### config.mk
export PLATFORM = sky130hd
export DESIGN_NAME = swept_ram
export DESIGN_NICKNAME = d
export VERILOG_FILES = /design/src/rtl/swept_ram.sv
export SDC_FILE = /design/constraint.sdc
export NUM_CORES = 1
export LEC_CHECK = 0
export ABC_AREA = 1
export CORE_ASPECT_RATIO = 1.5
export CORE_MARGIN = 2
export CORE_UTILIZATION = 61
export DETAILED_ROUTE_END_ITERATION = 8
export PLACE_DENSITY = 0.81
export SLEW_MARGIN = 10
export SYNTH_ARGS = -nofsm -noshare
export SYNTH_HDL_FRONTEND = slang
export SYNTH_SLANG_ARGS = --single-unit
export TNS_END_PERCENT = 100
### constraint.sdc
create_clock -name clk -period 3.15 [get_ports clk]
set_input_delay 0.63 -clock clk [delete_from_list [all_inputs] [get_ports clk]]
set_output_delay 0.63 -clock clk [all_outputs]
set_load 0.1 [all_outputs]
### src/rtl/swept_ram.sv
// swept_ram: single-port synchronous RAM with per-lane write enables,
// selectable read-during-write policy, optional output register and a
// hardware clear sweep that runs after every reset or on a clear pulse.
//
// Ports:
//   clk         clock, all logic on rising edge
//   rst_n       synchronous reset, active-low
//   address     entry to read or write
//   write_data  data to write
//   write_en    write request
//   byte_en     per-lane write mask (bit i covers [i*BYTE_W +: BYTE_W])
//   read_en     read request
//   clear       single-cycle request to start a clear sweep
//   read_data   registered read result
//   read_valid  one-cycle strobe when read_data carries a new result
//   busy        registered, high while the sweep runs
module swept_ram #(
  parameter int unsigned SIZE        = 16,
  parameter int unsigned DEPTH       = 16,
  parameter int unsigned BYTE_W      = 8,
  parameter int unsigned RDW_MODE    = 0,
  parameter int unsigned OUT_REG     = 0,
  parameter logic [SIZE-1:0] CLEAR_VALUE = '0
) (
  input  logic                          clk,
  input  logic                          rst_n,
  input  logic [$clog2(DEPTH)-1:0]      address,
  input  logic [SIZE-1:0]               write_data,
  input  logic                          write_en,
  input  logic [SIZE/BYTE_W-1:0]        byte_en,
  input  logic                          read_en,
  input  logic                          clear,
  output logic [SIZE-1:0]               read_data,
  output logic                          read_valid,
  output logic                          busy
);

  localparam int unsigned AW    = $clog2(DEPTH);
  localparam int unsigned LANES = SIZE / BYTE_W;

  typedef enum logic {SWEEP, READY} state_t;

  state_t            state;
  logic [AW-1:0]     ctr;
  logic [SIZE-1:0]   ram [DEPTH];
  logic [SIZE-1:0]   rd_data_q;
  logic              rd_valid_q;

  logic [SIZE-1:0]   old_word_c;
  logic [SIZE-1:0]   merged_word_c;
  logic [SIZE-1:0]   rd_word_c;
  logic              do_wr_c;
  logic              do_rd_c;

  // Access decode and lane merge; clear in READY overrides user traffic.
  always_comb begin
    old_word_c    = ram[address];
    merged_word_c = old_word_c;
    for (int i = 0; i < int'(LANES); i++) begin
      if (byte_en[i]) merged_word_c[i*BYTE_W +: BYTE_W] = write_data[i*BYTE_W +: BYTE_W];
    end
    do_wr_c   = (state == READY) && !clear && write_en;
    do_rd_c   = (state == READY) && !clear && read_en;
    // Write-first only sees merged data when a write actually happens.
    rd_word_c = (RDW_MODE == 1 && do_wr_c) ? merged_word_c : old_word_c;
  end

  // Storage: sweep writes the clear value, READY applies masked writes.
  always_ff @(posedge clk) begin
    if (rst_n) begin
      if (state == SWEEP) ram[ctr] <= CLEAR_VALUE;
      else if (do_wr_c)   ram[address] <= merged_word_c;
    end
  end

  // Control FSM and first read stage.
  always_ff @(posedge clk) begin
    if (!rst_n) begin
      state      <= SWEEP;
      ctr        <= '0;
      busy       <= 1'b1;
      rd_data_q  <= '0;
      rd_valid_q <= 1'b0;
    end else begin
      rd_valid_q <= do_rd_c;
      if (do_rd_c) rd_data_q <= rd_word_c;
      case (state)
        SWEEP: begin
          if (ctr == AW'(DEPTH - 1)) begin
            state <= READY;
            busy  <= 1'b0;
          end else begin
            ctr <= ctr + AW'(1);
          end
        end
        READY: begin
          if (clear) begin
            state <= SWEEP;
            ctr   <= '0;
            busy  <= 1'b1;
          end
        end
        default: begin
          state <= SWEEP;
          ctr   <= '0;
          busy  <= 1'b1;
        end
      endcase
    end
  end

  // Optional output pipeline stage; data holds unless a result arrives.
  generate
    if (OUT_REG != 0) begin : g_out_reg
      logic [SIZE-1:0] out_data_q;
      logic            out_valid_q;
      always_ff @(posedge clk) begin
        if (!rst_n) begin
          out_data_q  <= '0;
          out_valid_q <= 1'b0;
        end else begin
          out_valid_q <= rd_valid_q;
          if (rd_valid_q) out_data_q <= rd_data_q;
        end
      end
      assign read_data  = out_data_q;
      assign read_valid = out_valid_q;
    end else begin : g_no_out_reg
      assign read_data  = rd_data_q;
      assign read_valid = rd_valid_q;
    end
  endgenerate

endmodule

==> metrics.csv, run 1 <==
stage,metric,value,unit
critical_path,crit_end,ram[3][15]$_DFFE_PP_,
layout,fin_nets,1310,
synth,synth_fp_nets,1261,
cts,cts_root_buf,clkbuf_16,
die,fp.dieH,177,um
die,chipWidth,119,um
route,drt-total-wl,30000,um
layout,fillerInstances,1342,
place,dpl.hpwl,19000,um
grt,antenna_found_initial,0,
cts,cts_hold_buf,0,
synth,yosys_warnings,0,
layout,layout-drive-gt1-share,9.54,%
critical_path,reg2reg_depth,7,
layout,finalNonFillerCells,1560,
die,ios,45,
synth,synth_seq_cells,279,
critical_path,r2r-start,state$_SDFF_PN0_,
worst_hold_path,hp-class,reg -> reg,
timing,slew_headroom,58.8,%
timing,rsz0062_at_grt,no,
layout,area_growth,13.9,%
die,num_rows,63,
cts,cts_made_buffers,25,
synth,synthArstFlopShare,0,%
die,start_util,61.9,%
synth,synth_area_leader_cell,edfxtp_1,
grt,grt_start_max_net_pins,99,
pwr,power.density,543,nW/um^2
synth,synthTopCellsByArea,"edfxtp_1, nand2_1, nand3_1",
layout,diodes,0,
cts,cts_tree,built,
timing,slew_violations,0,
critical_path,start_kind,input port,
critical_path,end_kind,flop,
critical_path,crit_start,clear,
cts,cts_resized,0,
cts,htreeDepth,1,
cts,cts_buffer_depth,3,
grt,gr-total-overflow,0,
die,core,19600,sq um
grt,grtUsageTotal,28.8,%
route,postRouteAntennaNets,0,
timing,setup_violations,0,
cts,cts_setup_buffers,0,
route,drcViolationCount,0,
synth,synth_area_per_cell,9.86,sq um
synth,synth_cell_types,25,
synth,synth-main-ff-cell,edfxtp_1,
critical_path,cp.arrival,2.64,ns
grt,grt_pass1_wl,45600,um
job,maxCapViolations,0,
critical_path,r2r_end,ram[3][15]$_DFFE_PP_,
critical_path,worst-setup-path-type,in -> reg,
place,gp_congestion,0.925,
synth,synth_edf_count,256,
timing,worst_slew_pin_slew,0.618,ns
die,die_area,21100,sq um
pwr,max-vdd-ir-drop,0.417,mV
route,wire_per_inst,19.2,um
synth,ys_top_cells_by_count,"nand2_1, edfxtp_1, nand3_1",
timing,setup-tns-final,0,ns
route,first_pass_iters,6,
critical_path,rrSetupSlack,0.81,ns
synth,yosysTopAreaCellShare,63.2,%
timing,hold_viol_final,0,
critical_path,critPathRequiredTime,3.35,ns
route,vias_per_cell,5.54,
timing,clock.fmax,410,MHz
timing,finClkSkew,0.00967,ns
synth,netlist_area,12200,sq um
place,io_buffers,44,
pwr,power.leakage,0.00613,uW
cts,clkTransAtPathRegs,0.06,ns
route,dr_total_vias,8636,
route,dr.first_iter.drc_count,932,
synth,synth_cells,1233,
synth,synth-seq-area-share,67.0,%
timing,period_share,77.4,%
synth,synth.most_common_cell,nand2_1,
timing,post-route-min-period,2.44,ns
critical_path,critPathMaxFanout,16,
grt,grt_pass1_vias,8218,
cts,clock_latency,0.52,ns
place,place_inst,1515,
run_status,outcome,"complete, no violations",
cts,cts_num_sinks,279,
[worst max-delay path, cell delays in order]
cell and delay (ns):
clkdlybuf4s50_1 0.47, nor2_4 0.16, nand3_2 0.28, o21ai_1 0.36, nand2_1 0.25, nor3_2 0.21
buf_4 0.27
[routing by layer]
metal,vias to the layer above,GRT usage (%),part of all wire [%]
met5,-,0,0
met4,0,15.3,5.6
met3,88,2.51,6.1
met2,406,53.1,54
met1,4055,33.1,35
li1,4087,-,-
[power breakdown]
group	internal (uW)	total, uW	switching (uW)
Sequential	4030	4040	12.2
Clock	1730	3020	1290
Combinational	145	454	309
Total	5900	7510	1610
[kinds of logic after synthesis]
group	share of synthesized area, %
AO/OA/AOI/OAI	1.59
adder cells (fa/ha/maj)	0.103
buffers and inverters	7.73
flip-flops	67.0
AND/OR/NAND/NOR	23.5
[through the flow]
stage               setup WS, ns  cell area [sq um]  util [%]  power (uW)  hold slack [ns]
finish                     0.710              13800      70.5        7510            0.465
global route               0.610              13800      70.5        7690            0.517
CTS                        0.742              13800      70.5        7530            0.461
detailed placement         0.251              13000      66.4        4570            0.453
global placement           0.312              13000      66.4        4560            0.447
floorplan                  0.242              12200         -        4390            0.478
[cell usage in the layout, fill, tap and decap left out, types with 2 or more instances in the layout]
cell type / instances
clkbuf_1: 3
bufinv_16: 3
o21a_1: 16
nor3_2: 4
clkbuf_16: 25
edfxtp_1: 256
clkinv_2: 8
o21ai_0: 2
a21oi_1: 3
nand3_1: 199
o21ai_1: 3
clkinv_1: 4
buf_12: 8
nand2_2: 2
nor2_1: 36
clkdlybuf4s50_1: 24
dfxtp_1: 23
buf_4: 49
nor2_2: 12
inv_1: 173
nand2_1: 430
inv_2: 4
[layout make-up]
type                    instances  area, sq um  area share [%]
flip-flops and latches        279         8150            58.8
multi-input cells             716         3120            22.5
repair buffers                 82          773            5.58
inverters                     178          669            4.83
clock buffers                  29          651            4.70
well taps                     260          325            2.35
clock inverters                16          164            1.18
[flip-flops by register name, summed over array words and instances, names as in the netlist]
signal,cells
busy,1
ctr,4
read_valid,1
state,1
ram,256
read_data,16
[how the worst min path moves through the flow]
stage                   startpoint             endpoint  slack [ns]  cells past startpoint
2_1_floorplan  ctr[1]$_SDFFE_PN0N_  ctr[1]$_SDFFE_PN0N_        0.48                      2
3_3_place_gp     busy$_SDFFE_PN1P_    busy$_SDFFE_PN1P_        0.45                      2
3_5_place_dp     busy$_SDFFE_PN1P_    busy$_SDFFE_PN1P_        0.45                      2
4_1_cts          busy$_SDFFE_PN1P_    busy$_SDFFE_PN1P_        0.46                      2
5_1_grt          busy$_SDFFE_PN1P_    busy$_SDFFE_PN1P_        0.52                      2
6_report         busy$_SDFFE_PN1P_    busy$_SDFFE_PN1P_        0.47                      2
Note: power is estimated with default switching activity, not from simulation.
==> run 2: changes to the inputs <==
--- a/config.mk
+++ b/config.mk
@@ -8,9 +8,9 @@
 export ABC_AREA = 1
 export CORE_ASPECT_RATIO = 1.5
 export CORE_MARGIN = 2
-export CORE_UTILIZATION = 61
+export CORE_UTILIZATION = 55
 export DETAILED_ROUTE_END_ITERATION = 8
-export PLACE_DENSITY = 0.81
+export PLACE_DENSITY = 0.77
 export SLEW_MARGIN = 10
 export SYNTH_ARGS = -nofsm -noshare
 export SYNTH_HDL_FRONTEND = slang
==> constraint.sdc (replaced) <==
create_clock -name clk -period 2.2 [get_ports clk]
set_input_delay 0.44 -clock clk [delete_from_list [all_inputs] [get_ports clk]]
set_output_delay 0.44 -clock clk [all_outputs]
set_load 0.1 [all_outputs]
==> run 2 against run 1 <==
Against the previous run:
- sequential share of layout area fell by 3.6 points
- sequential power rose by 43%
- clock skew rose by 0.0070 ns
- non-clock buffer count rose by 72
- wire length rose by 1.7%
- critical path depth did not move
- final cell count rose by 5.3%
- via count rose by 3.2%
- worst setup slack got worse by 0.54 ns
- critical path type unchanged
- critical endpoint is now ram[0][8]$_DFFE_PP_
- largest power group unchanged
==> metrics.csv, run 2 (synthesis results as in run 1) <==
stage,metric,value,unit,change
layout,fillerInstances,1544,,+15%
critical_path,critPathTopFamily,simple AND/OR/NAND/NOR gates,,
worst_hold_path,hp-class,reg -> reg,,
run_status,outcome,"complete, no violations",,
layout,area_growth,21.4,%,
critical_path,reg2reg_depth,7,,unchanged
pwr,power.leakage,0.00654,uW,+6.7%
place,io_buffers,44,,unchanged
grt,grt_start_max_net_pins,97,,-2.0%
route,dr_total_vias,8912,,+3.2%
route,drcViolationCount,0,,unchanged
grt,grtUsageTotal,26.0,%,-2.8 points
job,maxCapViolations,0,,unchanged
timing,period_share,92.3,%,
die,start_util,56.0,%,-6.0 points
critical_path,r2r-start,state$_SDFF_PN0_,,
die,ios,45,,unchanged
grt,antenna_found_initial,0,,unchanged
grt,grt_pass1_wl,46500,um,+1.9%
critical_path,start_kind,input port,,
cts,cts_made_buffers,24,,-4.0%
layout,largest_reg_flops,256,,unchanged
cts,cts_root_buf,clkbuf_16,,
worst_hold_path,holdPathStages,2,,unchanged
layout,finalNonFillerCells,1643,,+5.3%
route,wire_per_inst,18.6,um,-3.4%
cts,clkTransAtPathRegs,0.07,ns,about the same
place,place_inst,1599,,+5.5%
timing,setup_violations,0,,unchanged
timing,worst_slew_pin_slew,0.562,ns,-0.0561 ns
timing,finClkSkew,0.0166,ns,+0.00697 ns
cts,cts_tree,built,,
pwr,p_seq_share,53.6,%,-0.2 points
place,gp_congestion,0.961,,+3.8%
route,postRouteAntennaNets,0,,unchanged
cts,htreeDepth,1,,unchanged
critical_path,cp.arrival,2.25,ns,-0.39 ns
die,num_rows,66,,+4.8%
layout,fin_nets,1381,,+5.4%
die,core,21700,sq um,+11%
route,wl_met3,1600,um,-12%
pwr,net-switching-power,2290,uW,+42%
route,vias_per_cell,5.42,,-2.0%
critical_path,cp_slowest_cell,clkdlybuf4s50_1,,
route,met2_wirelength,16100,um,+0.50%
die,die_area,23300,sq um,+11%
critical_path,cp.depth,7,,unchanged
layout,layout_common_cells,"nand2_1, edfxtp_1, nand3_1",,
layout,final_area,14800,sq um,+6.5%
grt,gr-total-overflow,0,,unchanged
critical_path,critPathMaxFanout,16,,unchanged
critical_path,worst-setup-path-type,in -> reg,,
cts,cts_num_sinks,279,,unchanged
timing,whs,0.468,ns,+0.00281 ns
critical_path,crit_start,clear,,
die,fp.dieH,186,um,+5.2%
pwr,p_int,8500,uW,+44%
timing,clock.fmax,492,MHz,
route,first_pass_iters,6,,unchanged
cts,clock_latency,0.52,ns,about the same
pwr,p_clk_share,39.6,%,-0.6 points
critical_path,end_kind,flop,,
timing,slew_headroom,62.5,%,+3.7 points
layout,largest-register,ram,,
critical_path,rrSetupSlack,0.19,ns,-0.62 ns
timing,setup-tns-final,0,ns,unchanged
timing,rsz0062_at_grt,no,,
route,top_layer,met4,,
place,dpl.hpwl,20400,um,+7.2%
route,dr.first_iter.drc_count,716,,-23%
layout,final_common_cell,nand2_1,,
pwr,power.density,732,nW/um^2,+35%
layout,layout-drive-gt1-share,14.2,%,+4.6 points
critical_path,critPathRequiredTime,2.42,ns,-0.93 ns
grt,grt_pass1_vias,8738,,+6.3%
critical_path,crit_end,ram[0][8]$_DFFE_PP_,,
die,chipWidth,125,um,+5.1%
layout,diodes,0,,unchanged
place,place_area,13900,sq um,+7.0%
critical_path,r2r_end,ram[0][8]$_DFFE_PP_,,
timing,hold_viol_final,0,,unchanged
critical_path,crit_chain,"clkdlybuf4s50_1, nor2_4, nand3_4, o21ai_1, nand2_1, nor3_4, buf_12",,
cts,cts_buffer_depth,3,,unchanged
timing,post-route-min-period,2.03,ns,
layout,fin_util,67.9,%,-2.6 points
critical_path,cpPeakStageDelay,0.47,ns,about the same
route,wl_met1,11000,um,+5.2%
route,drt-total-wl,30500,um,+1.7%
pwr,switching_share,21.2,%,-0.20 points
pwr,comb_power_share,6.8,%,+0.8 points
critical_path,path_buf_inv,2,,unchanged
timing,slew_violations,0,,unchanged
pwr,max-vdd-ir-drop,0.663,mV,+59%
==> run 2: final cells by class <==
cell class | count | area [sq um] | area share (%)
flip-flops and latches | 279 | 8150 | 55.2
clock buffers | 33 | 697 | 4.72
inverters | 178 | 669 | 4.54
well taps | 272 | 340 | 2.31
repair buffers | 154 | 1640 | 11.1
multi-input cells | 716 | 3150 | 21.4
clock inverters | 11 | 105 | 0.712
==> run 2: worst reg2reg max path: cells and delay by family (launching register included) <==
family | cells | cell delay (ns)
flip-flops | 1 | 0.34
AO/OA/AOI/OAI | 1 | 0.30
buffers and inverters | 2 | 0.27
AND/OR/NAND/NOR | 4 | 0.81
==> run 2: worst min-delay path by stage <==
stage | start | end | slack (ns)
final | busy$_SDFFE_PN1P_ | busy$_SDFFE_PN1P_ | 0.47
after global routing | read_en | read_valid$_SDFF_PN0_ | 0.48
after CTS | busy$_SDFFE_PN1P_ | busy$_SDFFE_PN1P_ | 0.47
after detailed placement | busy$_SDFFE_PN1P_ | busy$_SDFFE_PN1P_ | 0.46
after global placement | busy$_SDFFE_PN1P_ | busy$_SDFFE_PN1P_ | 0.45
after floorplan | ctr[1]$_SDFFE_PN0N_ | ctr[1]$_SDFFE_PN0N_ | 0.48
==> run 2: power by group through the flow <==
stage | clock network (uW) | registers [uW] | logic, uW
4_1_cts | 4310 | 5780 | 729
3_5_place_dp | 0 | 5900 | 721
6_report | 4270 | 5790 | 736
5_1_grt | 4490 | 5790 | 795
2_1_floorplan | 0 | 5890 | 395
3_3_place_gp | 0 | 5900 | 707
==> run 2: per-layer routing <==
metal,track usage [%],up-vias
met5,0,-
met4,15.0,0
met3,2.82,97
met2,48.3,340
met1,28.9,4244
li1,-,4231
==> run 2: timing repair <==
action                     4_1_cts  5_1_grt
setup endpoints to repair        0       16
hold buffers                     0        0
buffers inserted                 0        0
gates resized for setup          0        2
==> run 2: through the flow <==
stage                     setup WS, ns  total power (uW)
after floorplan                 -0.108              6290
after global routing            0.0947             11100
final                            0.169             10800
after CTS                       0.0896             10800
after detailed placement        -0.431              6620
after global placement          -0.381              6610
